<file path="src/rtl/msg_streamer.sv">
// Character-stream source: loadable DEPTH-entry buffer played out over valid/ready.
// Optional build macro MSG_STREAMER_DIV_EN adds inter-character pacing (WAIT state).
module msg_streamer #(
   parameter int DATA_W = 8,
   parameter int DEPTH  = 64,
   parameter int IDX_W  = 6,
   parameter int DIV_W  = 16
) (
   input  logic              clk_i,
   input  logic              rst_ni,
   input  logic              wr_en_i,
   input  logic [IDX_W-1:0]  wr_addr_i,
   input  logic [DATA_W-1:0] wr_data_i,
   input  logic [IDX_W:0]    len_i,
   input  logic              loop_i,
   input  logic [DIV_W-1:0]  div_i,
   input  logic              start_i,
   input  logic              stop_i,
   output logic [DATA_W-1:0] out_data_o,
   output logic              out_valid_o,
   input  logic              out_ready_i,
   output logic              out_last_o,
   output logic              busy_o,
   output logic              done_o
);

   localparam int LW = IDX_W + 1;

   typedef enum logic [1:0] {
      ST_IDLE    = 2'd0,
      ST_PRESENT = 2'd1,
      ST_DONE    = 2'd2
`ifdef MSG_STREAMER_DIV_EN
      , ST_WAIT  = 2'd3
`endif
   } state_t;

   logic [DATA_W-1:0] buf_q [DEPTH];
   state_t            state_q;
   logic [IDX_W-1:0]  idx_q;
   logic [LW-1:0]     len_q;
   logic              loop_q;
   logic [DATA_W-1:0] out_data_q;
   logic              out_valid_q;
   logic              out_last_q;
   logic              busy_q;
   logic              done_q;

`ifdef MSG_STREAMER_DIV_EN
   logic [DIV_W-1:0]  div_q;
   logic [DIV_W-1:0]  cnt_q;
`else
   logic              div_unused_s;
   assign div_unused_s = ^div_i;
`endif

   logic [LW-1:0]     len_d;
   logic [IDX_W-1:0]  idx_d;
   logic              xfer_s;
   logic              final_s;
   logic              next_last_s;

   // Buffer write port; out-of-range addresses are dropped
   always_ff @(posedge clk_i) begin
      if (wr_en_i && (LW'(wr_addr_i) < LW'(DEPTH))) begin
         buf_q[wr_addr_i] <= wr_data_i;
      end
   end

   // Length clamp, transfer detect and next-index computation
   always_comb begin
      len_d       = {LW{1'b0}};
      idx_d       = {IDX_W{1'b0}};
      xfer_s      = out_valid_q && out_ready_i;
      final_s     = ((LW'(idx_q) + LW'(1)) == len_q);
      next_last_s = 1'b0;
      if (len_i > LW'(DEPTH)) begin
         len_d = LW'(DEPTH);
      end else begin
         len_d = len_i;
      end
      if (final_s) begin
         idx_d = {IDX_W{1'b0}};
      end else begin
         idx_d = idx_q + IDX_W'(1);
      end
      next_last_s = ((LW'(idx_d) + LW'(1)) == len_q);
   end

   // Playback FSM with registered outputs; stop outranks start and transfers
   always_ff @(posedge clk_i) begin
      if (!rst_ni) begin
         state_q     <= ST_IDLE;
         idx_q       <= {IDX_W{1'b0}};
         len_q       <= {LW{1'b0}};
         loop_q      <= 1'b0;
         out_data_q  <= {DATA_W{1'b0}};
         out_valid_q <= 1'b0;
         out_last_q  <= 1'b0;
         busy_q      <= 1'b0;
         done_q      <= 1'b0;
`ifdef MSG_STREAMER_DIV_EN
         div_q       <= {DIV_W{1'b0}};
         cnt_q       <= {DIV_W{1'b0}};
`endif
      end else if (stop_i) begin
         state_q     <= ST_IDLE;
         out_valid_q <= 1'b0;
         out_last_q  <= 1'b0;
         busy_q      <= 1'b0;
         done_q      <= 1'b0;
      end else begin
         case (state_q)
            ST_IDLE, ST_DONE: begin
               if (start_i && (len_i != {LW{1'b0}})) begin
                  len_q       <= len_d;
                  loop_q      <= loop_i;
`ifdef MSG_STREAMER_DIV_EN
                  div_q       <= div_i;
`endif
                  idx_q       <= {IDX_W{1'b0}};
                  out_data_q  <= buf_q[0];
                  out_last_q  <= (len_d == LW'(1));
                  out_valid_q <= 1'b1;
                  busy_q      <= 1'b1;
                  done_q      <= 1'b0;
                  state_q     <= ST_PRESENT;
               end
            end
            ST_PRESENT: begin
               if (xfer_s) begin
                  if (final_s && !loop_q) begin
                     state_q     <= ST_DONE;
                     out_valid_q <= 1'b0;
                     out_last_q  <= 1'b0;
                     busy_q      <= 1'b0;
                     done_q      <= 1'b1;
`ifdef MSG_STREAMER_DIV_EN
                  end else if (div_q != {DIV_W{1'b0}}) begin
                     idx_q       <= idx_d;
                     cnt_q       <= div_q;
                     out_valid_q <= 1'b0;
                     out_last_q  <= 1'b0;
                     state_q     <= ST_WAIT;
`endif
                  end else begin
                     idx_q      <= idx_d;
                     out_data_q <= buf_q[idx_d];
                     out_last_q <= next_last_s;
                  end
               end
            end
`ifdef MSG_STREAMER_DIV_EN
            // idx_q already points at the next character here
            ST_WAIT: begin
               if (cnt_q == DIV_W'(1)) begin
                  cnt_q       <= {DIV_W{1'b0}};
                  out_data_q  <= buf_q[idx_q];
                  out_last_q  <= final_s;
                  out_valid_q <= 1'b1;
                  state_q     <= ST_PRESENT;
               end else begin
                  cnt_q <= cnt_q - DIV_W'(1);
               end
            end
`endif
            default: begin
               state_q     <= ST_IDLE;
               out_valid_q <= 1'b0;
               out_last_q  <= 1'b0;
               busy_q      <= 1'b0;
               done_q      <= 1'b0;
            end
         endcase
      end
   end

   assign out_data_o  = out_data_q;
   assign out_valid_o = out_valid_q;
   assign out_last_o  = out_last_q;
   assign busy_o      = busy_q;
   assign done_o      = done_q;

endmodule

</file>
<file path="config.mk">
export PLATFORM = sky130hd
export DESIGN_NAME = msg_streamer
export DESIGN_NICKNAME = d
export VERILOG_FILES = /design/src/rtl/msg_streamer.sv
export SDC_FILE = /design/constraint.sdc
export NUM_CORES = 1
export LEC_CHECK = 0
export ABC_AREA = 1
export BUFFER_PORTS_ARGS = -buffer_cell sky130_fd_sc_hd__buf_2
export CELL_PAD_IN_SITES_DETAIL_PLACEMENT = 1
export CELL_PAD_IN_SITES_GLOBAL_PLACEMENT = 1
export CORE_AREA = 2 2 279 226
export CTS_CLUSTER_SIZE = 25
export DETAILED_ROUTE_END_ITERATION = 12
export DIE_AREA = 0 0 281 228
export PLACE_DENSITY = 0.69
export SLEW_MARGIN = 25
export SYNTH_ARGS = -nofsm -noshare
export SYNTH_HDL_FRONTEND = slang
export SYNTH_SLANG_ARGS = --single-unit
export TNS_END_PERCENT = 1
</file>
<file path="constraint.sdc">
create_clock -name clk_i -period 7.9 [get_ports clk_i]
set_input_delay 0 -clock clk_i [delete_from_list [all_inputs] [get_ports clk_i]]
set_output_delay 0 -clock clk_i [all_outputs]
set_load 0.02 [all_outputs]
</file>
==> run metrics, run 1 <==
status=finished clean; Synth Warn #=0; Initial Utilization=39.2%; drt via density=5.42; First DRT Iteration DRCs=1,675; synthesized cell area=24,200 um^2; post-synth top area share=63.5%; Critical-path top delay cell=dfxtp_1; CP most frequent cell=nand2_1; CTS tree=yes; Combinational Power Share=4.8%; residual DRC count=0; Area Overhead vs Synth=11.4%; required time worst endpoint=8460 ps; fin crit share=78.9%; CP Max Fanout=103; Die W=281 um; clock buffer depth=3; detailed-router iteration count before antenna repair=5; Num CTS Buffers=55; final HPWL from detailed placement=40,700 um; P_sw=0.00134 W; synthesized area per cell=10.6 um^2; min Tclk post-route=6240 ps; GRT Util Overall=22.0%; initial antenna violation count=0; share of cells above drive strength 1=8.51%; setup violation total in the final timing report=0; area leader, netlist=edfxtp_1; Startpoint Class=flip-flop; clock-pin slew on the worst setup and hold paths=60 ps; Clock Skews=16.3 ps; Seq pwr share=53.4%; CP startpoint=idx_q[0]$_SDFFE_PN0P_; IO Port Bufs=39; sequential fraction of the synthesis area=65.7%; Die Y=228 um; fmax=160 MHz; Placer Congestion=0.856; reg-to-reg setup timing slack=1660 ps; H-tree Lvls=2; Hold Path Class=in2reg; crit path capture type=flip-flop; maximum number of pins on one net before global-route repair=182; Final ANT Viol Nets=0; R2R Path End=out_last_o$_SDFFE_PP0P_; Critical Path End=out_last_o$_SDFFE_PP0P_; setup TNS=0 ps; Mapped Nets=2,337; first-pass GRT wire length=108,000 um; maximum vdd drop=156 uV; P_leak=10.1 nW; max incr delay on CP=910 ps; Final Hold Vio Count=0; clock power share=41.8%; top_reg_cell synth=edfxtp_1; number of global-route vias before repair=18,000; critical register-to-register path startpoint=idx_q[0]$_SDFFE_PN0P_; Root Buffer=clkbuf_16; Pins Over Slew Limit=0; number of max-cap violations=0; Rel. slew slack=26.5%; Crit Path Category=reg2reg; reg2reg path depth=23; Clk Latency, worst-skew pair=630 ps; Core ar.=61,700 um^2; Internal Pwr Total=0.00456 W; crit path DAT=6790 ps; Power Density=219 nW/um^2; std cell rows=82; Sink Count=538; cell breakdown of the critical path=inv_8 -> nor2_2 -> nand2_1 -> nand2_2 -> nand2_1 -> nand2_1 -> nor2_2 -> nand2_8 -> nand2_4 -> inv_4 -> ha_1 -> nand3_1 -> nor2_1 -> nand2_1 -> nand2_1 -> nand3_1 -> nor2_1 -> nand3_1 -> nand2_1 -> nand2_1 -> dlygate4sd3_1 -> a21oi_1 -> dlygate4sd3_1; Worst Max-Slew Pin Slew=1100 ps; via count=17,200; top cells by area, synth=edfxtp_1, nand3_1, inv_1, nand2_1, nand3b_1; final WL=70,200 um; FF+latch count, synth=538; Worst Hold Slack=44.6 ps; unrepaired setup endpoints after global routing=no; full die area=64,100 um^2; switching share of power=22.8%; Netlist cell types=32; EDFF count, synth=512; Hold Path Depth=8; Async S/R FF share, synth=0%; synthesized instance count=2,291; nets@finish=2,343; wire length per cell=22.1 um; IO Pins=56; GR Overflow Total=0
[sequential cells by signal, indices dropped and copies added, names as in the netlist]
name        flops
loop_q          1
buf_q         512
busy_o          1
idx_q           6
state_q         2
out_data_o      8
out_last_o      1
len_q           7
[critical path, delay by kind of cell, from the launching register on]
| kind | cells | cell delay, ps |
|---|---|---|
| AOI/OAI and AO/OA | 1 | 140 |
| buffers and inverters | 4 | 2200 |
| and+or+nand+nor | 17 | 2480 |
| DFF | 1 | 910 |
| adders and majority gates | 1 | 350 |
[through the flow]
stage	std cells	utilization (%)	setup slack [ps]	cell area (um^2)	total power [W]
3_3_place_gp	3053	40.6	2500	25000	0.00348
6_report	3180	43.7	1660	27000	0.00590
4_1_cts	3179	43.7	1770	27000	0.00594
3_5_place_dp	3053	40.6	2410	25000	0.00349
2_1_floorplan	2291	-	5200	24200	0.00337
5_1_grt	3179	43.7	1230	27000	0.00608
[placed cells by master (no fill, tap or decap), types with 3 or more instances in the layout]
master           n
nand3_1        574
edfxtp_1       512
inv_1          319
nand2_1        304
nor2_1         131
nand3b_1       120
clkbuf_16       55
or2_2           40
buf_2           39
a21oi_1         27
dlygate4sd3_1   27
dfxtp_1         26
o21ai_0         23
buf_4           19
o2111ai_1       16
clkbuf_1        13
nor3_1          12
clkinv_1        12
clkinv_2        11
a22oi_1          7
inv_2            6
nor2_2           5
nand4_1          5
buf_12           4
nand2_2          3
a211oi_1         3
clkbuf_8         3
[cell families (layout without fill, tap and decap cells)]
kind of cell | count (synthesis) | after routing | synth area share [%]
fa+ha+maj | 2 | 2 | 0.103
simple gates | 1201 | 1201 | 24.1
buf+inv | 468 | 516 | 7.89
compound gates | 79 | 79 | 2.01
flops | 538 | 538 | 65.7
other cells | 0 | 1 | 0
xor+xnor | 3 | 3 | 0.165
[cell type report]
class                      instances  area [um^2]
fill                            6699        34700
sequential                       538        15900
multi-input combinational       1285         6440
clock buffer                      71         1470
inverter                         328         1240
tap                              840         1050
timing repair buffer              89          688
clock inverter                    28          186
antenna                            1         2.50
[worst min path at each step]
stage | start | endpoint | slack (ps)
after floorplan | wr_data_i[0] | buf_q[0][0]$_DFFE_PP_ | 100
after global placement | len_i[4] | len_q[4]$_SDFFE_PN0P_ | 280
after detailed placement | len_i[4] | len_q[4]$_SDFFE_PN0P_ | 290
after CTS | out_ready_i | busy_o$_SDFFE_PP0P_ | 20
after global routing | wr_data_i[7] | buf_q[59][7]$_DFFE_PP_ | 100
final | out_ready_i | busy_o$_SDFFE_PP0P_ | 40
[metal layers]
layer / vias to the layer above / track usage [%] / part of all wire [%]
met5: - / 0 / 0
met4: 0 / 6.87 / 2.7
met3: 119 / 2.88 / 5.7
met2: 478 / 35.0 / 47
met1: 8793 / 31.3 / 45
li1: 7855 / - / -
[Yosys cell counts (3+ instances only)]
master,instances
nand3_1,574
edfxtp_1,512
inv_1,320
nand2_1,304
nor2_1,133
nand3b_1,120
buf_2,51
clkbuf_1,51
or2_2,40
a21oi_1,27
dfxtp_1,26
o21ai_0,23
buf_1,22
o2111ai_1,16
nor3_1,14
buf_4,8
buf_6,8
a22oi_1,7
inv_2,7
nand2_2,5
nand4_1,5
a211oi_1,3
nor2_2,3
[power groups by stage]
stage | clock network [W] | logic [W] | registers (W)
CTS | 0.00250 | 0.000286 | 0.00315
finish | 0.00247 | 0.000284 | 0.00315
global route | 0.00261 | 0.000315 | 0.00315
detailed placement | 0 | 0.000277 | 0.00321
floorplan | 0 | 0.000153 | 0.00321
global placement | 0 | 0.000266 | 0.00321
[repair_timing]
item | 4_1_cts | 5_1_grt
setup buffers | 0 | 0
resized for setup | 0 | 0
hold buffers | 27 | 0
hold endpoints to repair | 34 | 0
Power figures use the tool's default switching activity.
==> run 2: changes to the inputs <==
PLACE_DENSITY = 0.72   (was 0.69)
clock period = 5.2 ns   (was 7.9 ns; I/O delays follow)
==> run 2 against run 1 <==
Against the previous run:
- cell count down 0.13%
- core utilization increased by 0.095 points
- routed wire length up 1.7%
- die area stayed put
- critical path type unchanged
- fmax up 48%
- flip-flop and latch count did not move
- global-route usage is 0.48 points higher
- combinational power is 61% higher
- largest cell class unchanged
==> run metrics, run 2 (synthesis gave the netlist of run 1 again) <==
residual DRC count=0; critical register-to-register path startpoint=idx_q[0]$_SDFFE_PN0P_; setup violation total in the final timing report=0; maximum vdd drop=288 uV; detailed-router iteration count before antenna repair=5; std cell rows=82; Area Overhead vs Synth=11.7%; Die Y=228 um; Critical-path top delay cell=dfxtp_1; cell breakdown of the critical path=ha_1 -> nand2_2 -> inv_1 -> nand2_1 -> nand2_1 -> nand2_1 -> nand3_1 -> nor2_2 -> nand2_8 -> buf_12 -> buf_16 -> nand3_1 -> nand3_1 -> nand3_1 -> nand3_1 -> nand3_1 -> nand3_1 -> nand3_1 -> nand2_1 -> a21oi_1; most common cell after layout, fill and taps aside=nand3_1; H-tree Lvls=2; CTS tree=yes; number of global-route vias before repair=17,800; Num CTS Buffers=54; Finished Core Util=43.8%; Startpoint Class=flip-flop; drt via density=5.44; Core ar.=61,700 um^2; clock buffer depth=3; Rel. slew slack=30.4%; GR Overflow Total=0; min Tclk post-route=4210 ps; Hold Path Class=in2reg; wire length per cell=22.5 um; fin crit share=81.0%; R2R Path End=out_data_o[0]$_SDFFE_PN0P_; Internal Pwr Total=0.00695 W; clock power share=41.4%; GRT Util Overall=22.5%; fmax=237 MHz; Pins Over Slew Limit=0; share of cells above drive strength 1=8.26%; Seq pwr share=53.5%; Sink Count=538; final WL=71,400 um; Root Buffer=clkbuf_16; setup TNS=0 ps; full die area=64,100 um^2; Clk Latency, worst-skew pair=620 ps; CP most frequent cell=nand3_1; crit path capture type=flip-flop; via count=17,300; nets@finish=2,344; IO Pins=56; Power Density=332 nW/um^2; initial antenna violation count=0; largest reg by FF count=buf_q; Worst Max-Slew Pin Slew=1040 ps; Crit Path Category=reg2reg; Die W=281 um; GR Util met3=4.05%; max incr delay on CP=680 ps; required time worst endpoint=5660 ps; First DRT Iteration DRCs=1,735; Clock Skews=13.2 ps; Hold Path Sink=buf_q[25][3]$_DFFE_PP_; GR peak layer=met2; GR Util met2=35.2%; CP bufs+invs=3; maximum number of pins on one net before global-route repair=218; Initial Utilization=39.2%; unrepaired setup endpoints after global routing=no; Combinational Power Share=5.1%; clock-pin slew on the worst setup and hold paths=60 ps; P_sw=0.00202 W; number of max-cap violations=0; most frequent cells in the layout=nand3_1, edfxtp_1, inv_1; final HPWL from detailed placement=41,500 um; Placer Congestion=0.836; post_cts resized=0; crit path DAT=4670 ps; Final Hold Vio Count=0; HP Start=wr_data_i[3]; GR met1 Demand/Resource=32.5%; Final ANT Viol Nets=0; IO Port Bufs=39; status=finished clean; P_leak=10.2 nW; cell family contributing the most delay on the critical path=simple AND/OR/NAND/NOR gates; switching share of power=22.5%; CP Max Fanout=148; Largest register FFs=512; reg2reg path depth=20; ANT cells=0; Hold Path Depth=2; reg-to-reg setup timing slack=990 ps; first-pass GRT wire length=109,000 um
[run 2: how the worst max path moves through the flow]
stage	slack [ps]	end	from	cells past startpoint
after floorplan	2500	out_last_o$_SDFFE_PP0P_	idx_q[1]$_SDFFE_PN0P_	21
after global placement	1210	idx_q[0]$_SDFFE_PN0P_	idx_q[0]$_SDFFE_PN0P_	13
after detailed placement	970	idx_q[5]$_SDFFE_PN0P_	idx_q[0]$_SDFFE_PN0P_	14
after CTS	930	idx_q[5]$_SDFFE_PN0P_	idx_q[0]$_SDFFE_PN0P_	14
after global routing	620	out_data_o[5]$_SDFFE_PN0P_	idx_q[0]$_SDFFE_PN0P_	15
final	990	out_data_o[0]$_SDFFE_PN0P_	idx_q[0]$_SDFFE_PN0P_	20
[run 2: per-layer routing]
layer	part of all wire, %	wire length [um]	vias to the layer above
met5	0	0	-
met4	2.0	1420	0
met3	6.5	4670	98
met2	46	32700	520
met1	46	32700	8797
li1	-	-	7858
[run 2: what timing repair did]
| action | in CTS | in global routing |
|---|---|---|
| hold buffers | 26 | 0 |
| setup endpoints to repair | 0 | 0 |
| hold endpoints to repair | 26 | 0 |
| setup buffers | 0 | 0 |
[run 2: metrics by stage]
| stage | power, W | instances | cell area, um^2 | setup slack, ps | hold slack [ps] |
|---|---|---|---|---|---|
| after global routing | 0.00923 | 3176 | 27000 | 624 | 142 |
| after global placement | 0.00530 | 3054 | 25100 | 1210 | 288 |
| final | 0.00896 | 3176 | 27000 | 988 | 116 |
| after floorplan | 0.00511 | 2291 | 24200 | 2500 | 98.9 |
| after CTS | 0.00900 | 3174 | 27000 | 934 | 103 |
| after detailed placement | 0.00532 | 3054 | 25100 | 966 | 293 |
[run 2: power groups by stage]
stage / logic [W] / clock network (W) / registers (W)
6_report: 0.000456 / 0.00371 / 0.00479
5_1_grt: 0.000501 / 0.00393 / 0.00479
4_1_cts: 0.000455 / 0.00375 / 0.00479
3_5_place_dp: 0.000439 / 0 / 0.00489
3_3_place_gp: 0.000422 / 0 / 0.00488
2_1_floorplan: 0.000233 / 0 / 0.00488
[run 2: area by class of cell]
class,instances,area (um^2)
Inverter,328,1240
Multi-Input combinational cell,1285,6430
Sequential cell,538,15900
Clock buffer,69,1450
Tap cell,840,1050
Clock inverter,25,183
Timing Repair Buffer,91,778
Fill cell,6694,34600
==> run 3: changes to the inputs <==
ABC_AREA = 0   (was 1)
CORE_AREA = 2 2 267 216   (was 2 2 279 226)
DIE_AREA = 0 0 269 218   (was 0 0 281 228)
PLACE_DENSITY = 0.67   (was 0.72)
clock period = 3.9 ns   (was 5.2 ns; I/O delays follow)
==> run 3 against run 2 <==
Against the previous run:
- count of clock-buffer cells in the layout is 7 lower
- die area is 8.5% lower
- register-to-register slack worse by 650 ps
- design area is 4.8% lower
- largest cell class unchanged
- largest power group unchanged
==> run metrics, run 3 <==
Mapped Nets=1,565; Worst Max-Slew Pin Slew=973 ps; synthesized area per cell=14.6 um^2; most frequent cells in the layout=edfxtp_1, nand2_1, nor2_1; critical register-to-register path startpoint=idx_q[2]$_SDFFE_PN0P_; via count=13,900; synthesized cell area=22,200 um^2; Crit Path Category=reg2reg; number of placed instances, taps included=2,278; Pins Over Slew Limit=0; Num CTS Buffers=53; crit path DAT=4070 ps; Hold Path Sink=buf_q[51][5]$_DFFE_PP_; max incr delay on CP=600 ps; sequential fraction of the synthesis area=71.5%; wire length per cell=26.1 um; Layout Cells excl Fill=2,411; Critical-path top delay cell=dfxtp_1; unrepaired setup endpoints after global routing=no; std cell rows=78; Seq pwr share=51.4%; Clock Skews=25.6 ps; fmax=281 MHz; Sink Count=538; area leader, netlist=edfxtp_1; Area Overhead vs Synth=15.7%; Combinational Power Share=3.5%; CP most frequent cell=nand3_1; nets@finish=1,652; Root Buffer=clkbuf_16; clock buffer depth=3; Final ANT Viol Nets=0; Post-CTS Setup Inserts=0; clock-pin slew on the worst setup and hold paths=70 ps; P_leak=7.98 nW; GRT Util Overall=21.9%; crit path capture type=flip-flop; required time worst endpoint=4410 ps; top-count cell post-synth=edfxtp_1; R2R Path End=out_data_o[5]$_SDFFE_PN0P_; residual DRC count=0; Hold Path Depth=1; drt via density=5.76; Initial Utilization=39.6%; FF/Latch Area=15,900 um^2; maximum vdd drop=391 uV; Clk Latency, worst-skew pair=620 ps; setup TNS=0 ps; IO Port Bufs=39; number of max-cap violations=0; top cells by area, synth=edfxtp_1, mux4_2, nand2_1, dfxtp_1, o21ai_0; top_reg_cell synth=edfxtp_1; ANT cells=0; Startpoint Class=flip-flop; maximum number of pins on one net before global-route repair=109; final WL=62,800 um; reg-to-reg setup timing slack=340 ps; Multi-input gate area=5970 um^2; share of cells above drive strength 1=15.1%; P_sw=0.00261 W; synthesized instance count=1,519; Core ar.=56,100 um^2; switching share of power=21.0%; CTS tree=yes; Internal Pwr Total=0.00981 W; HP Start=wr_data_i[5]; Hold Path Class=in2reg; Power Density=483 nW/um^2; reg2reg path depth=10; status=finished clean; Final Hold Vio Count=0; clock power share=45.0%; largest reg by FF count=buf_q; Die W=269 um; CP Max Fanout=15; First DRT Iteration DRCs=1,341; top cells by count, synth=edfxtp_1, nand2_1, nor2_1; EDFF count, synth=512; H-tree Lvls=2; Synth Warn #=0; Placer Congestion=0.855; cell family contributing the most delay on the critical path=simple AND/OR/NAND/NOR gates; IO Pins=56; Die Y=218 um; Largest register FFs=512; Netlist cell types=67; Rel. slew slack=34.9%; detailed-router iteration count before antenna repair=5; Filler cells=5,544; CP bufs+invs=1; full die area=58,600 um^2; GR Overflow Total=0; setup violation total in the final timing report=0; most common cell after layout, fill and taps aside=edfxtp_1; min Tclk post-route=3560 ps; initial antenna violation count=3; post-synth top area share=69.1%; number of global-route vias before repair=14,700; first-pass GRT wire length=93,900 um; final HPWL from detailed placement=39,000 um; cell breakdown of the critical path=nand3_1 -> nor2_1 -> xor2_2 -> or3_1 -> buf_4 -> nand3_1 -> o21ai_0 -> and4b_1 -> o21a_1 -> o41ai_1; fin crit share=91.3%; FF+latch count, synth=538; Async S/R FF share, synth=0%
## run 3: cell count changes after synthesis, sizes merged, moves of 36 or more
cell,change
a21oi,+61
inv,-315
mux4,+42
nand3,-549
or2,-36
nand2,-171
o21ai,+77
buf,-52
nand3b,-113
## run 3: worst register-to-register path: stages, from the launching register on
cell and delay [ps]:
dfxtp_1 600, nand3_1 230, nor2_1 230, xor2_2 360
or3_1 190, buf_4 260, nand3_1 300, o21ai_0 540
and4b_1 280, o21a_1 210, o41ai_1 250
## run 3: power groups by stage
stage	Sequential (W)	Clock (W)	Combinational [W]
final	0.00639	0.00559	0.000439
after global routing	0.00639	0.00588	0.000474
after CTS	0.00639	0.00569	0.000438
after detailed placement	0.00651	0	0.000416
after global placement	0.00651	0	0.000403
after floorplan	0.00651	0	0.000185
## run 3: cell families (layout without fill, tap and decap cells)
kind of cell,after synthesis,count (layout),share of synthesized area (%)
XOR/XNOR,21,21,1.02
multiplexers,82,82,6.09
AND/OR/NAND/NOR,374,374,7.73
buffers and inverters,103,235,1.97
AO/OA/AOI/OAI,399,399,11.6
flip-flops,538,538,71.5
adder cells (fa/ha/maj),2,2,0.112
## run 3: layout make-up
type	instances	share of cell area [%]
tap	760	3.70
multi-input combinational	878	23.2
timing repair buffer	123	3.72
clock buffer	62	5.49
inverter	12	0.175
clock inverter	38	1.93
sequential	538	61.8
## run 3: layer usage
| layer | wire length, um | track usage [%] | part of all wire [%] |
|---|---|---|---|
| met4 | 1500 | 6.33 | 2.4 |
| met5 | 7 | 0 | 0.011 |
| met1 | 27300 | 30.1 | 43 |
| met2 | 29300 | 34.6 | 47 |
| met3 | 4790 | 5.48 | 7.6 |
## run 3: per-stage QoR
stage	power (W)	hold WS [ps]	utilization [%]	instance area (um^2)	setup WS (ps)
5_1_grt	0.0127	39.7	45.9	25700	89.3
3_5_place_dp	0.00693	273	41.9	23500	408
2_1_floorplan	0.00669	98.9	-	22200	896
4_1_cts	0.0125	21.5	45.9	25700	380
6_report	0.0124	46.0	45.9	25700	341
3_3_place_gp	0.00691	269	41.8	23500	531
## run 3: repair_timing
item | CTS | global route
hold endpoints to repair | 83 | 0
resized for setup | 0 | 0
hold buffers | 33 | 0
## run 3: how the worst max path moves through the flow
stage,cells past startpoint,to,start
2_1_floorplan,15,out_last_o$_SDFFE_PP0P_,idx_q[1]$_SDFFE_PN0P_
3_3_place_gp,10,out_data_o[5]$_SDFFE_PN0P_,idx_q[2]$_SDFFE_PN0P_
3_5_place_dp,10,out_data_o[5]$_SDFFE_PN0P_,idx_q[2]$_SDFFE_PN0P_
4_1_cts,11,out_data_o[0]$_SDFFE_PN0P_,idx_q[2]$_SDFFE_PN0P_
5_1_grt,11,out_data_o[0]$_SDFFE_PN0P_,idx_q[2]$_SDFFE_PN0P_
6_report,10,out_data_o[5]$_SDFFE_PN0P_,idx_q[2]$_SDFFE_PN0P_
